`src/rtl/fetch_pkg.sv`:
```
// Shared widths, constants and offset sign-extension helpers for the
// prefetching instruction-fetch unit.
package fetch_pkg;

  localparam int XLEN_DEF = 32;
  localparam int INSTR_BYTES = 4;
  localparam logic [XLEN_DEF-1:0] RESET_PC_DEF = '0;

  function automatic logic [XLEN_DEF-1:0] sext16(input logic [15:0] v);
    return {{(XLEN_DEF-16){v[15]}}, v};
  endfunction

  function automatic logic [XLEN_DEF-1:0] sext26(input logic [25:0] v);
    return {{(XLEN_DEF-26){v[25]}}, v};
  endfunction

endpackage

```
`src/rtl/fetch_fifo.sv`:
```
// Prefetch buffer: DEPTH x W synchronous FIFO; flush wins over push and pop.
module fetch_fifo #(
  parameter int W     = 64,
  parameter int DEPTH = 4,
  localparam int AW   = $clog2(DEPTH),
  localparam int CW   = AW + 1
) (
  input  logic          clk,
  input  logic          rst_n,
  input  logic          push,
  input  logic [W-1:0]  din,
  input  logic          pop,
  input  logic          flush,
  output logic [W-1:0]  dout,
  output logic          full,
  output logic          empty,
  output logic [CW-1:0] count
);

  logic [W-1:0]  mem_q [DEPTH];
  logic [AW-1:0] wr_q, rd_q;
  logic [CW-1:0] cnt_q;
  logic          do_push, do_pop;

  assign empty   = (cnt_q == '0);
  assign full    = (cnt_q == CW'(DEPTH));
  assign do_pop  = pop && !empty;
  assign do_push = push && (!full || do_pop);
  assign dout    = mem_q[rd_q];
  assign count   = cnt_q;

  // Storage is reset so the head reads as zero out of reset.
  always_ff @(posedge clk or negedge rst_n) begin
    if (!rst_n) begin
      wr_q  <= '0;
      rd_q  <= '0;
      cnt_q <= '0;
      for (int i = 0; i < DEPTH; i++) mem_q[i] <= '0;
    end else if (flush) begin
      wr_q  <= '0;
      rd_q  <= '0;
      cnt_q <= '0;
    end else begin
      if (do_push) begin
        mem_q[wr_q] <= din;
        wr_q        <= wr_q + AW'(1);
      end
      if (do_pop) rd_q <= rd_q + AW'(1);
      cnt_q <= cnt_q + CW'(do_push) - CW'(do_pop);
    end
  end

endmodule

```
`src/rtl/inst_fetch_pf.sv`:
```
// Prefetching fetch unit: credit-limited request issue, in-order response
// capture into the prefetch buffer, and redirect flush with stale-drop count.
module inst_fetch_pf
  import fetch_pkg::*;
#(
  parameter int               XLEN     = XLEN_DEF,
  parameter int               DEPTH    = 4,
  parameter logic [XLEN-1:0]  RESET_PC = XLEN'(RESET_PC_DEF)
) (
  input  logic            clk,
  input  logic            reset,
  input  logic            redir_jmp_r,
  input  logic            redir_branch,
  input  logic            redir_jmp,
  input  logic [XLEN-1:0] redir_pc,
  input  logic [15:0]     imm16,
  input  logic [25:0]     jmp_imm26,
  input  logic [XLEN-1:0] reg_imm32,
  output logic            imem_req_valid,
  input  logic            imem_req_ready,
  output logic [XLEN-1:0] imem_req_addr,
  input  logic            imem_rsp_valid,
  input  logic [XLEN-1:0] imem_rsp_data,
  output logic            out_valid,
  input  logic            out_ready,
  output logic [XLEN-1:0] out_pc,
  output logic [XLEN-1:0] out_instr,
  output logic [XLEN-1:0] pc
);

  localparam int CW = $clog2(DEPTH) + 1;
  localparam logic [XLEN-1:0] STEP = XLEN'(INSTR_BYTES);

  logic [XLEN-1:0]   fetch_pc_q, fetch_pc_d;
  logic [XLEN-1:0]   rsp_pc_q, rsp_pc_d;
  logic [CW-1:0]     outst_q, outst_d;
  logic [CW-1:0]     drop_q, drop_d;
  logic [XLEN-1:0]   target;
  logic              redir_any, credit, req_fire, rsp_keep;
  logic [CW-1:0]     fifo_cnt;
  logic              fifo_full, fifo_empty;
  logic [2*XLEN-1:0] fifo_dout;

  assign redir_any = redir_jmp_r || redir_branch || redir_jmp;
  assign target    = redir_jmp_r  ? reg_imm32 :
                     redir_branch ? redir_pc + XLEN'($signed(sext16(imm16))) :
                                    redir_pc + XLEN'($signed(sext26(jmp_imm26)));

  // Every in-flight request owns a buffer slot, so responses can never overflow.
  assign credit         = ({1'b0, outst_q} + {1'b0, fifo_cnt}) < (CW+1)'(DEPTH);
  assign imem_req_valid = reset && !redir_any && credit;
  assign req_fire       = imem_req_valid && imem_req_ready;
  assign rsp_keep       = imem_rsp_valid && (drop_q == '0) && !redir_any;

  always_comb begin
    fetch_pc_d = fetch_pc_q;
    rsp_pc_d   = rsp_pc_q;
    drop_d     = drop_q;
    outst_d    = outst_q + CW'(req_fire) - CW'(imem_rsp_valid);
    if (redir_any) begin
      fetch_pc_d = target;
      rsp_pc_d   = target;
      drop_d     = outst_d;
    end else begin
      if (req_fire) fetch_pc_d = fetch_pc_q + STEP;
      if (rsp_keep) rsp_pc_d = rsp_pc_q + STEP;
      if (imem_rsp_valid && drop_q != '0) drop_d = drop_q - CW'(1);
    end
  end

  always_ff @(posedge clk or negedge reset) begin
    if (!reset) begin
      fetch_pc_q <= RESET_PC;
      rsp_pc_q   <= RESET_PC;
      outst_q    <= '0;
      drop_q     <= '0;
    end else begin
      fetch_pc_q <= fetch_pc_d;
      rsp_pc_q   <= rsp_pc_d;
      outst_q    <= outst_d;
      drop_q     <= drop_d;
    end
  end

  fetch_fifo #(.W(2*XLEN), .DEPTH(DEPTH)) u_fifo (
    .clk   (clk),
    .rst_n (reset),
    .push  (rsp_keep && !fifo_full),
    .din   ({rsp_pc_q, imem_rsp_data}),
    .pop   (out_valid && out_ready && !redir_any),
    .flush (redir_any),
    .dout  (fifo_dout),
    .full  (fifo_full),
    .empty (fifo_empty),
    .count (fifo_cnt)
  );

  assign out_valid     = !fifo_empty;
  assign out_pc        = fifo_dout[2*XLEN-1:XLEN];
  assign out_instr     = fifo_dout[XLEN-1:0];
  assign imem_req_addr = fetch_pc_q;
  assign pc            = fetch_pc_q;

endmodule

```
`config.mk`:
```
export PLATFORM = sky130hd
export DESIGN_NAME = inst_fetch_pf
export DESIGN_NICKNAME = d
export VERILOG_FILES = /design/src/rtl/fetch_pkg.sv /design/src/rtl/fetch_fifo.sv /design/src/rtl/inst_fetch_pf.sv
export SDC_FILE = /design/constraint.sdc
export NUM_CORES = 1
export LEC_CHECK = 0
export ABC_AREA = 0
export BUFFER_PORTS_ARGS = -buffer_cell sky130_fd_sc_hd__buf_2
export CORE_UTILIZATION = 45
export CTS_CLUSTER_DIAMETER = 40
export DETAILED_ROUTE_END_ITERATION = 16
export GPL_TIMING_DRIVEN = 0
export PLACE_DENSITY = 0.63
export SYNTH_ARGS = -nofsm -noshare
export SYNTH_HDL_FRONTEND = slang
export SYNTH_SLANG_ARGS = --single-unit
```
`constraint.sdc`:
```
create_clock -name clk -period 7.35 [get_ports clk]
set_input_delay 0.3675 -clock clk [delete_from_list [all_inputs] [get_ports clk]]
set_output_delay 0.3675 -clock clk [all_outputs]
set_load 0.005 [all_outputs]
```
* Yosys cells after proc, flatten, opt, wreduce, memory -nomap -nowiden
Index checks and enable logic that the tools add are counted.
** Storage, ports and cells
- Register bits after elaboration :: 333
- Latch bits :: 0
- Memory bits (writable) :: 0
- Memory bits (read-only) :: 0
- Input bits :: 146
- Output and inout port bits :: 130
- Logic and storage cells :: 77
- Memories :: 0
** Cells by class
- $add $sub $neg :: 12
- Multiply operators :: 0
- Divide/modulo/power cells :: 0
- Magnitude comparators :: 4
- Equal/unequal tests :: 1
- Shift-type cells :: 0
- Muxes and demuxes :: 19
- Bitwise logic cells :: 3
- Reduce and logical (&&, ||, !) cells :: 27
** Operators with widths (number)
- 256-bit bitwise mux :: 1
- 32-bit two-way mux :: 6
- 64-bit two-way mux :: 3
- 64-bit binary-select mux with 2-bit select :: 1
- 64-bit demux with 2-bit select :: 1
- 32-bit by 3-bit adder with 32-bit output (second input constant) :: 2
- 32-bit adder :: 2
- 1-bit logical AND :: 12
- 2-bit nonzero test :: 5
- 3-bit two-way mux :: 3
- 2-bit two-way mux :: 4
- 3-bit by 1-bit adder with 3-bit output :: 2
- 3-bit greater-or-equal comparator (second input constant) :: 2
- 3-bit zero test :: 2
- 2-bit inverter with 3-bit output :: 2
- 3-bit by 1-bit subtractor with 3-bit output :: 2
- 2-bit by 1-bit adder with 2-bit output (second input constant) :: 2
- 3-bit by 3-bit adder with 4-bit output :: 1
- 4-bit by 3-bit < comparator with 1-bit output (second input constant) :: 1
- 3-bit == test (second input constant) :: 1
- 1-bit zero test :: 3
- 1-bit logical OR :: 3
- 3-bit by 1-bit < comparator with 1-bit output (second input constant) :: 1
- 3-bit nonzero test :: 1
- other kinds (3) :: 3

* Logic depth before layout (Yosys ltp)
Gate-level depths: netlist of run 1.
- Word-level depth :: 10
- Mapped depth :: 16
- Depth with buffers taken out :: 14

* By module
Synthesis of run 1 repeated with hierarchy kept, for this count alone.
** Unflattened totals
- Cell total of the unflattened synthesis :: 1486
- Area, all modules :: 18465.2 µm²
** By module, submodules not included
- fetch_fifo :: times used 1, cells each 665, area each 12089.1 µm², seq. area each 6581.3 µm²
- inst_fetch_pf :: times used 1, cells each 821, area each 6376.1 µm², seq. area each 1701.6 µm²

* Least setup slack after synthesis of run 1
OpenSTA, ideal clock, no wires.
- Path type :: input port to flip-flop
- From :: input redir_branch
- To :: register rsp_pc_q[30]
- Library setup time :: 0.094 ns
- Arrival time :: 3.372 ns
- Required time :: 7.256 ns
- Setup slack :: 3.884 ns
- Stages on the path :: 13
- Path buffers :: 2
- Path through :: clkbuf_1 > buf_1 > mux2_2 > ha_1 > a21o_1 > a31oi_1 > a21boi_2 > a31o_2 > a21bo_2 > nand2_1 > o31ai_1 > a211oi_1 > a211oi_1
** Between the ends
- Word-level cells in the longest chain between the ends :: 5
- Elaborated cells on any way between the ends :: 8
- Those cells by class :: 3 x mux; 5 x reduce/logical
** RTL lines
- start: declaration :: line inst_fetch_pf.sv:13 : input logic redir_branch,
- 1-bit logical OR (2 in series) :: line inst_fetch_pf.sv:44 : assign redir_any = redir_jmp_r || redir_branch || redir_jmp;
- 1-bit zero test :: line inst_fetch_pf.sv:53 : assign rsp_keep = imem_rsp_valid && (drop_q == '0) && !redir_any;
- 1-bit logical AND :: line inst_fetch_pf.sv:53
- 2-bit nonzero test (no line)
- end signal: assignment :: line inst_fetch_pf.sv:79 : rsp_pc_q <= rsp_pc_d;
- end: declaration :: line inst_fetch_pf.sv:35 : logic [XLEN-1:0] rsp_pc_q, rsp_pc_d;
Parallel ways exist; a longest one is shown, timed or not.
A chain may end at the register's enable or synchronous reset.

* Final worst setup path of run 1
- From :: input redir_branch
- To :: register rsp_pc_q[23]
The elaborated chain is that of the path after synthesis.

==> results of run 1 <==
-- per-stage QoR --
stage | hold slack, ps | TNS, ps | instances | setup slack [ps] | power [mW]
global placement | 462 | -107980 | 2277 | -1260 | 3.41
detailed placement | 407 | 0 | 2280 | 2840 | 3.45
finish | 94.4 | 0 | 2360 | 3380 | 5.45
global route | 88.1 | 0 | 2360 | 3030 | 5.72
floorplan | 71.9 | 0 | 1485 | 3880 | 2.92
CTS | 64.4 | 0 | 2360 | 3410 | 5.51
-- final timing paths --
kind / start / endpoint / slack, ps / cells past startpoint
worst max-delay path: redir_branch / rsp_pc_q[23]$_DFFE_PN0P_ / 3380 / 14
worst min-delay path: reg_imm32[31] / imem_req_addr[31]$_DFFE_PN0P_ / 90 / 3
worst max register to register: u_fifo.count[2]$_DFF_PN0_ / drop_q[2]$_DFFE_PN0P_ / 3940 / 15
worst min register to register: u_fifo.mem_q[233]$_DFFE_PN0P_ / u_fifo.mem_q[233]$_DFFE_PN0P_ / 480 / 2
max in group asynchronous: reset / imem_req_addr[10]$_DFFE_PN0P_ / 5610 / 4
min in group asynchronous: reset / u_fifo.mem_q[16]$_DFFE_PN0P_ / 400 / 2
-- Yosys cell counts, types with 4 or more instances --
cell type	instances
dfrtp_1	331
mux2_2	269
a21oi_1	92
nand2_1	90
mux4_2	64
nor2_1	62
o21ai_0	56
ha_1	45
clkbuf_1	40
buf_4	37
inv_1	32
xor2_1	30
nand3_1	27
nand4_1	25
xnor2_1	25
a31oi_1	19
a21o_1	18
buf_6	16
o21a_1	16
buf_2	15
a211oi_1	13
buf_1	13
and3_1	10
nor3_1	9
and2_1	8
and4_1	7
o21bai_1	7
o22a_1	7
or3_1	6
a21boi_0	5
a311oi_1	5
o21ai_1	5
o31ai_1	5
a22oi_1	4
a31o_2	4
a41o_1	4
mux2i_1	4
o22ai_1	4
-- sequential cells by signal, indices dropped and copies added, names as in the netlist --
| name | cells |
|---|---|
| u_fifo.rd_q | 2 |
| u_fifo.mem_q | 256 |
| imem_req_addr | 31 |
| outst_q | 3 |
| u_fifo.wr_q | 2 |
| rsp_pc_q | 31 |
| drop_q | 3 |
| u_fifo.count | 3 |
-- cells by family (layout without fill, tap and decap cells) --
kind of cell	Yosys count	after routing
xor+xnor	55	55
simple gates	271	271
fa+ha+maj	48	48
flops	331	331
mux	337	337
buf+inv	155	512
compound gates	288	288
-- power by group --
part	internal (mW)	switching, mW
Sequential	2.03	0.199
Combinational	0.614	0.579
Clock	1.20	0.822
Total	3.85	1.60
-- placed cells by master, fill, tap and decap left out, drive strengths merged, types with 27 or more instances in the layout --
master and count:
nor2 64, buf 359, xor2 30, clkbuf 92
mux4 64, nand2 93, nand3 27, dfrtp 331
mux2 269, ha 45, inv 39, o21ai 61
a21oi 92
-- routing by layer --
metal	track usage [%]	up-vias
met5	0	-
met4	6.71	0
met3	3.42	64
met2	39.5	399
met1	31.2	6592
li1	-	6099
-- layout make-up --
type                            count  area, um^2
Fill cell                        3377       17500
Multi-Input combinational cell    999        8800
Sequential cell                   331        8280
Timing Repair Buffer              278        1470
Clock buffer                       52        1150
Buffer                            122         747
Tap cell                          518         648
Clock inverter                     27         251
Inverter                           33         126
-- tightest hold or removal path: stages --
cell      delay [ps]
buf_2            110
nand2_1           70
o221ai_2          50
==> metrics.md, run 1 <==
| Metric | Value |
|---|---|
| CTS Buf Count | `between 40 and 50` |
| Maximum fanout along the worst path | `10` |
| PortBufs | `between 200 and 300` |
| Clock Root Buffer | `clkbuf_16` |
| Die height | `202 um` |
| TritonCTS clock tree | `done` |
| Core outline area | `39000 um^2` |
| Post-synth EDFFs | `0` |
| Routed wire per std cell | `20.0 um` |
| Post-DP HPWL | `35.2 mm` |
| Post-Synth XOR/XNOR Area | `2.68%` |
| Die Span X | `roughly 200 um` |
| Fraction of registers with async set/reset | `100%` |
| CTS Hold Bufs | `1` |
| M1 WL | `a little over 20 mm` |
| Max Clock Freq | `roughly 0.25 GHz` |
| Antenna cells | `0` |
| Slew margin rel. | `a little under two fifths` |
| CP top delay family | `compound AO/OA/AOI/OAI gates` |
| Unrepaired setup endpoints after global routing | `false` |
| CP Class | `in -> reg` |
| Gpl congestion | `0.882` |
| YS warnings | `0` |
| Cell area after layout | `21500 um^2` |
| Io pins | `276` |
| Mapped Cells | `roughly 1500` |
| Synth area leaders | `dfrtp_1 46%, mux2_2 17%, mux4_2 8.0%` |
| Netlist cell types | `76` |
| Layout area overhead | `19.6%` |
| Fin Clk Skew | `20.5 ps` |
| Rows | `72` |
| LEAKAGE | `10.4 nW` |
| Post-CTS sizing | `0` |
| First-pass DRT Iterations | `5` |
| Largest family of logic cells by synthesized area | `multiplexers` |
| Mux cell area share after synthesis | `25.1%` |
| Placed inst area | `about 20000 um^2` |
| DR vias/cell | `about 5.6` |
| # setup viols final | `0` |
| WL final | `between 40 and 50 mm` |
| Residual DRC | `0` |
| Max-Cap Viols | `0` |
| Setup crit start kind | `primary input` |
| Setup bufs post-CTS | `0` |
| Initial antenna violation count | `0` |
| Vias post-DR | `13154` |
| Max Slew Vio Count | `0` |
| Synth Cell Area | `between 15000 and 20000 um^2` |
| Register area share after synthesis | `a little under half` |
| Fin. Hold Viols | `0` |
| Critical Path AT | `approximately 4400 ps` |
| CP cell instances | `buf_2, clkbuf_1, buf_1, mux2_2, ha_1, a21oi_1, o21ai_1, a2111oi_0, o31ai_1, a21oi_1, nor3_1, a211oi_2, a21boi_0, o21a_1` |
| DR iter-0 viols | `689` |
| Worst skew pair latency | `540 ps` |
| Slowest CP cell | `clkbuf_1` |
| Fin util | `~55%` |
| Peak supply drop | `0.000147 V` |
| Initial Utilization | `46.0%` |
| Simple-gate share of the synthesized area | `7.43%` |
| Slowest cell delay on critical path | `480 ps` |
| Die ar. | `40700 um^2` |
| Gr usage total | `23.3%` |
| Complex-gate fraction of the synthesized area | `10.3%` |
| Primary FF master, synth | `dfrtp_1` |
| Crit. End Element | `flip-flop` |
| Average size of a mapped cell | `12.1 um^2` |
| TritonCTS Sinks | `331` |
| Synth top area share | `between 40% and 50%` |
| Min-delay worst type | `in -> reg` |
| Power Density | `~250 nW/um^2` |
| GRT Residual Overflow | `0` |
| Adder-cell share of the synthesized area | `3.47%` |
| Pin slew with the least headroom to its limit | `927 ps` |
| Share of layout cells above drive strength 1 | `42.1%` |
| CP required | `7770 ps` |
| Crit share post-route | `between 50% and 60%` |
| Clk buf depth | `3` |
| Synth Register Bits | `331` |
| Top layer in use | `met4` |
| Metal2 WL | `between 20 and 25 mm` |
| Leading area contributor after synthesis | `dfrtp_1` |
| Post-synth net total | `1679` |
| CTS H-tree depth | `2` |
| DR WL met3 | `2.36 mm` |
| Final net count | `2002` |
| Crit path time final | `between 3000 and 4000 ps` |
| Worst-path clk slew | `50 ps` |
| Outcome | `finished clean` |
| Largest net degree at the start of global routing | `109` |
| Vias in the first global route | `13407` |
| CP bufs+invs | `3` |
| Most used cell, CP | `a21oi_1` |
| Global-route wire length before repair | `between 70 and 80 mm` |
| Routed Antenna Nets | `0` |
Note: power is estimated with default switching activity, not from simulation.
==> run 2, diff against run 1 <==
ABC_AREA = 1   (was 0)
PLACE_DENSITY = 0.65   (was 0.63)
clock period = 3.45 ns   (was 7.35 ns; I/O delays follow)
==> metrics.md, run 2 <==
| Metric | Value |
|---|---|
| Outcome | `finished clean` |
| Global-route wire length before repair | `98.9 mm (+33%)` |
| Routed Antenna Nets | `0 (unchanged)` |
| Fraction of registers with async set/reset | `100% (unchanged)` |
| Critical Path AT | `3660 ps (-740 ps)` |
| Post-DP HPWL | `45.9 mm (+31%)` |
| Placed inst area | `21600 um^2 (+7.8%)` |
| Fin. Hold Viols | `0 (unchanged)` |
| Fin Clk Skew | `28.9 ps (+8.40 ps)` |
| Antenna cells | `0 (unchanged)` |
| TritonCTS clock tree | `done` |
| Crit share post-route | `91.2%` |
| CP required | `3960 ps (-3810 ps)` |
| Register area share after synthesis | `42.5% (-3.6 points)` |
| Die Span X | `210 um (+4.1%)` |
| Most frequent cells after synthesis | `482 x nand2_1, 331 x dfrtp_1, 310 x nor2_1` |
| CP Class | `in -> reg` |
| Average size of a mapped cell | `8.32 um^2 (-31%)` |
| PortBufs | `274 (unchanged)` |
| Worst-path clk slew | `50 ps (about the same)` |
| Synth top area share | `42.5% (-3.6 points)` |
| Io pins | `276 (unchanged)` |
| Cell area after layout | `24100 um^2 (+12%)` |
| # setup viols final | `0 (unchanged)` |
| Initial antenna violation count | `2 (+2)` |
| Clock Root Buffer | `clkbuf_16` |
| Max-Cap Viols | `0 (unchanged)` |
| Crit path time final | `between 3000 and 4000 ps` |
| Max Slew Vio Count | `0 (unchanged)` |
| Sw Share | `30.9% (+1.5 points)` |
| WL final | `62.6 mm (+33%)` |
| Worst skew pair latency | `610 ps (+70 ps)` |
| Residual DRC | `0 (unchanged)` |
| Fin util | `56.9% (+1.8 points)` |
| Min-delay worst type | `in -> reg` |
| YS warnings | `0 (unchanged)` |
| Total power | `13.1 mW (+140%)` |
| Cell Int Power | `9.05 mW (+140%)` |
| Sw power | `4.05 mW (+150%)` |
| Hold Slack | `81.2 ps (-13.2 ps)` |
| Register with the most flip-flops | `u_fifo.mem_q` |
| Slew margin rel. | `39.7% (+1.6 points)` |
| Post-synth EDFFs | `0 (unchanged)` |
| Routed wire per std cell | `18.7 um (-6.1%)` |
| TNS Setup | `0 ps (unchanged)` |
| Synth Register Bits | `331 (unchanged)` |
| Die height | `210 um (+4.1%)` |
| Gr usage total | `28.8% (+5.4 points)` |
| R2R setup slack | `400 ps (-3540 ps)` |
| Reg area | `8280 um^2 (unchanged)` |
| Number of flip-flops in the largest register | `256 (unchanged)` |
| LEAKAGE | `12.5 nW (+19%)` |
| Peak supply drop | `0.000364 V (+150%)` |
| Unrepaired setup endpoints after global routing | `false` |
| CTS Buf Count | `55 (+28%)` |
| First-pass DRT Iterations | `6 (+1)` |
| Most common cell after layout, fill and taps aside | `nand2_1` |
| Pin slew with the least headroom to its limit | `895 ps (-32.9 ps)` |
| Final net count | `2911 (+45%)` |
| DR iter-0 viols | `1441 (+110%)` |
| Maximum fanout along the worst path | `62 (+52)` |
| Vias post-DR | `17978 (+37%)` |
| Most frequent cell after synthesis | `nand2_1` |
| Clk buf depth | `3 (unchanged)` |
| Vias in the first global route | `18115 (+35%)` |
| Rows | `75 (+4.2%)` |
| Layout area overhead | `23.5%` |
| Synth area leaders | `dfrtp_1 43%, mux2_2 11%, nand2_1 9.3%` |
| Core outline area | `42300 um^2 (+8.5%)` |
| CTS H-tree depth | `2 (unchanged)` |
| Clock share of power | `43.0% (+5.8 points)` |
| Synth Cell Area | `19500 um^2 (+8.5%)` |
| Netlist cell types | `42 (-45%)` |
| Crit. End Element | `flip-flop` |
| Gpl congestion | `0.965 (+9.4%)` |
| Setup crit start kind | `primary input` |
| Largest net degree at the start of global routing | `113 (+3.7%)` |
| GRT Residual Overflow | `0 (unchanged)` |
| Setup bufs post-CTS | `0 (unchanged)` |
| Seq pwr share | `35.7% (-5.2 points)` |
| Max Clock Freq | `0.318 GHz` |
| Logic gate share of total power | `21.3% (-0.6 points)` |
| Share of layout cells above drive strength 1 | `23.8% (-18 points)` |
| # fillers | `3921 (+16%)` |
| Power Density | `545 nW/um^2 (+110%)` |
| DR vias/cell | `5.39 (-3.4%)` |
| Mapped Cells | `2342 (+58%)` |
| Multi-input combinational cell area | `9610 um^2 (+9.2%)` |
| Leading area contributor after synthesis | `dfrtp_1` |
| TritonCTS Sinks | `331 (unchanged)` |
| Primary FF master, synth | `dfrtp_1` |
| Most frequent cells in the layout | `482 x nand2_1, 331 x dfrtp_1, 310 x nor2_1` |
| Post-synth net total | `2536 (+51%)` |
| Initial Utilization | `46.0% (about the same)` |
| Die ar. | `44100 um^2 (+8.4%)` |
-- run 2: changes by cell type in the layout (fill, tap and decap cells not counted), sizes merged, moves of 42 or more --
cell	delta
mux2	-67
nand3	+42
clkbuf	+43
mux4	-64
inv	+170
o21ai	+142
nor2	+252
o21a	+54
nand2	+390
o22ai	+61
-- run 2: worst max-delay path: stages --
cell	delay [ps]
dlygate4sd3_1	580
buf_12	130
buf_16	130
buf_16	280
inv_1	70
nor4_1	350
nand4_2	350
ha_1	380
inv_1	60
ha_1	130
inv_1	50
fa_1	370
xnor2_1	270
o21ai_0	120
a21oi_1	140
-- run 2: area by class of cell --
type                    count  area share, %
inverters                 201           3.14
multi-input cells        1665           39.9
well taps                 577           3.00
repair buffers            318           8.05
clock inverters            33           1.77
flip-flops and latches    331           34.4
clock buffers              68           6.21
plain buffers             145           3.48
-- run 2: repair_timing --
item,CTS,global route
setup endpoints to repair,3,2
endpoints found under the hold margin,227,0
resized for setup,1,2
gates cloned,1,0
hold buffers,41,0
-- run 2: logic make-up (layout without fill, tap and decap cells) --
kind of cell / Yosys count / count (layout) / share of synthesized area [%]
muxes: 202 / 202 / 11.7
and+or+nand+nor: 936 / 936 / 19.7
DFF: 331 / 331 / 42.5
AOI/OAI and AO/OA: 440 / 440 / 13.0
xor gates and xnor gates: 39 / 39 / 1.75
adders and majority gates: 48 / 48 / 3.20
buffers and inverters: 346 / 765 / 8.16
-- run 2: power groups by stage --
| stage | Combinational [mW] | Clock, mW | Sequential, mW |
|---|---|---|---|
| floorplan | 1.61 | 0 | 4.62 |
| global placement | 2.66 | 0 | 4.71 |
| detailed placement | 2.71 | 0 | 4.73 |
| CTS | 2.78 | 5.71 | 4.67 |
| global route | 3.09 | 5.88 | 4.73 |
| finish | 2.79 | 5.64 | 4.68 |
-- run 2: path summary, 6_finish.rpt --
check                                         startpoint                             to  depth (start not counted)
min reg2reg                u_fifo.mem_q[166]$_DFFE_PN0P_  u_fifo.mem_q[166]$_DFFE_PN0P_                          1
min                                          redir_pc[1]   imem_req_addr[1]$_DFFE_PN0P_                          4
max reg2reg                    u_fifo.count[1]$_DFF_PN0_          drop_q[2]$_DFFE_PN0P_                         11
max                                                reset          drop_q[2]$_DFFE_PN0P_                         15
max in group asynchronous                          reset  u_fifo.mem_q[138]$_DFFE_PN0P_                          5
min in group asynchronous                          reset        rsp_pc_q[5]$_DFFE_PN0P_                          4
-- run 2: metal layers --
layer | up-vias | GRT usage, % | part of all wire [%]
met4 | 4 | 12.0 | 3.7
met2 | 673 | 47.6 | 46
met3 | 127 | 4.32 | 6.7
li1 | 8503 | - | -
met1 | 8671 | 37.6 | 43
met5 | - | 0 | 0.043
-- run 2: through the flow --
step                      cells  setup WS (ps)
after floorplan            2342            834
after global placement     3193          -4820
after detailed placement   3195           -957
after CTS                  3338            139
after global routing       3338           30.5
final                      3338            304
==> run 3, diff against run 2 <==
PLACE_DENSITY = 0.62   (was 0.65)
clock period = 3.5 ns   (was 3.45 ns; I/O delays follow)
==> metrics.md, run 3 (same netlist as run 2, synthesis figures left out) <==
| Metric | Value |
|---|---|
| Antenna cells | `0 (unchanged)` |
| Min-delay worst type | `in -> reg` |
| CP Class | `reg -> out` |
| Routed wire per std cell | `19.2 um (+2.5%)` |
| Reg2reg start | `u_fifo.count[1]$_DFF_PN0_` |
| TritonCTS clock tree | `done` |
| Global-route wire length before repair | `99.8 mm (+0.89%)` |
| Die Span X | `210 um (unchanged)` |
| TNS Setup | `0 ps (unchanged)` |
| Vias in the first global route | `17735 (-2.1%)` |
| Rows | `75 (unchanged)` |
| Register with the most flip-flops | `u_fifo.mem_q` |
| Most frequent cells in the layout | `482 x nand2_1, 331 x dfrtp_1, 310 x nor2_1` |
| Sw Share | `31.4% (+0.50 points)` |
| Worst Hold End | `imem_req_addr[1]$_DFFE_PN0P_` |
| GRT Residual Overflow | `0 (unchanged)` |
| Min-Delay Startpoint | `redir_pc[1]` |
| Initial Utilization | `46.0% (unchanged)` |
| Crit. End Element | `primary output` |
| Initial antenna violation count | `0 (-2)` |
| Die ar. | `44100 um^2 (unchanged)` |
| Die height | `210 um (unchanged)` |
| Share of layout cells above drive strength 1 | `23.8% (about the same)` |
| Slowest CP cell | `clkbuf_1` |
| Clk buf depth | `3 (unchanged)` |
| Slew margin rel. | `39.4% (-0.35 points)` |
| Most common cell after layout, fill and taps aside | `nand2_1` |
| Crit share post-route | `92.4%` |
| LEAKAGE | `12.5 nW (about the same)` |
| Post-DP HPWL | `46.9 mm (+2.3%)` |
| Io pins | `276 (unchanged)` |
| Maximum fanout along the worst path | `10 (-84%)` |
| Most used cell, CP | `clkbuf_1` |
| Slowest cell delay on critical path | `560 ps (-20 ps)` |
| Reg2Reg Capture Point | `drop_q[2]$_DFFE_PN0P_` |
| Unrepaired setup endpoints after global routing | `false` |
| Peak supply drop | `0.000418 V (+15%)` |
| CP bufs+invs | `4 (-3)` |
| PortBufs | `274 (unchanged)` |
| Number of flip-flops in the largest register | `256 (unchanged)` |
| Clock Root Buffer | `clkbuf_16` |
| CTS Buf Count | `51 (-7.3%)` |
| Crit path time final | `between 3000 and 4000 ps` |
| Sw power | `3.99 mW (-1.5%)` |
| Logic gate share of total power | `21.7% (+0.4 points)` |
| Gpl congestion | `0.941 (-2.5%)` |
| CP top delay family | `buffers and inverters` |
| Routed Antenna Nets | `0 (unchanged)` |
| R2R setup slack | `630 ps (+230 ps)` |
| Largest net degree at the start of global routing | `93 (-18%)` |
| Worst hold path depth | `4 (unchanged)` |
| Max Slew Vio Count | `0 (unchanged)` |
| Fin util | `56.8% (-0.080 points)` |
| CP required | `3320 ps (-640 ps)` |
| Fin Clk Skew | `46.3 ps (+17.5 ps)` |
| DR iter-0 viols | `1555 (+7.9%)` |
| # setup viols final | `0 (unchanged)` |
| WP depth | `6 (-9)` |
| Final net count | `2910 (-0.034%)` |
| Pin slew with the least headroom to its limit | `900 ps (+5.20 ps)` |
| Fin. Hold Viols | `0 (unchanged)` |
| Core outline area | `42300 um^2 (unchanged)` |
| TritonCTS Sinks | `331 (unchanged)` |
| CP cell instances | `clkbuf_1, clkbuf_1, clkbuf_1, nor2_1, o22ai_1, buf_2` |
| Outcome | `finished clean` |
| Total power | `12.7 mW (-3.1%)` |
| Clock share of power | `42.1% (-0.9 points)` |
| Worst-case reg-to-reg path depth | `11 (unchanged)` |
| Residual DRC | `0 (unchanged)` |
| First-pass DRT Iterations | `6 (unchanged)` |
| Worst-path clk slew | `50 ps (about the same)` |
| Power Density | `529 nW/um^2 (-2.9%)` |
| Gr usage total | `29.3% (+0.53 points)` |
| Max Clock Freq | `0.309 GHz` |
| Worst skew pair latency | `620 ps (about the same)` |
| DR vias/cell | `5.34 (-0.92%)` |
| Cell Int Power | `8.71 mW (-3.8%)` |
| Seq pwr share | `36.2% (+0.5 points)` |
| WL final | `64.1 mm (+2.4%)` |
| CTS H-tree depth | `2 (unchanged)` |
| Layout area overhead | `23.3%` |
| Vias post-DR | `17802 (-0.98%)` |
| Max-Cap Viols | `0 (unchanged)` |
| Setup crit start kind | `flip-flop` |
| Critical Path AT | `3060 ps (-600 ps)` |
==> run 3: repair_timing <==
item                                    in CTS  in global routing
cloned                                       2                  0
endpoints found under the hold margin      223                  0
resized for setup                            1                  2
setup buffers                                0                  1
hold buffers                                42                  0
pin swaps                                    0                  1
endpoints found under the setup margin      15                  4
==> run 3: worst max-delay path by stage <==
| stage | startpoint | endpoint | slack, ps |
|---|---|---|---|
| detailed placement | reset | drop_q[2]$_DFFE_PN0P_ | -1030 |
| global route | u_fifo.rd_q[0]$_DFFE_PN0P_ | out_pc[11] | 100 |
| global placement | reset | drop_q[2]$_DFFE_PN0P_ | -4930 |
| floorplan | u_fifo.count[2]$_DFF_PN0_ | drop_q[1]$_DFFE_PN0P_ | 880 |
| finish | u_fifo.rd_q[0]$_DFFE_PN0P_ | out_pc[12] | 270 |
| CTS | reset | drop_q[2]$_DFFE_PN0P_ | 60 |
==> run 3: worst min-delay path, stage by stage <==
cell     delay [ps]
buf_2           110
fa_1            160
nand2_1          50
a31oi_1         140
==> run 3: layer usage <==
layer	GRT usage, %	routed length [um]	vias up	part of all wire, %
met1	39.4	28500	8602	45
met3	4.65	3870	104	6.0
li1	-	-	8486	-
met4	11.6	2170	0	3.4
met5	0	0	-	0
met2	47.2	29500	610	46
==> run 3: power groups by stage <==
stage / registers (mW) / logic (mW) / clock network (mW)
floorplan: 4.55 / 1.59 / 0
global placement: 4.65 / 2.63 / 0
detailed placement: 4.66 / 2.67 / 0
CTS: 4.60 / 2.76 / 5.42
global route: 4.66 / 3.06 / 5.59
finish: 4.60 / 2.76 / 5.34
==> run 3: area by class of cell <==
type / instances / area [um^2]
plain buffers: 145 / 837
clock buffers: 60 / 1360
clock inverters: 36 / 459
fillers: 3931 / 18300
inverters: 201 / 754
multi-input cells: 1665 / 9610
flip-flops and latches: 331 / 8280
well taps: 577 / 722
repair buffers: 321 / 2000
==> run 3: through the flow <==
stage          cell area [um^2]  hold slack, ps  setup slack (ps)  instances
5_1_grt                   24000             124               102       3336
2_1_floorplan             19500            -121               884       2342
6_report                  24000            71.0               268       3336
4_1_cts                   24000            55.6              57.0       3335
3_3_place_gp              21600             444             -4930       3193
3_5_place_dp              21600             245             -1030       3195
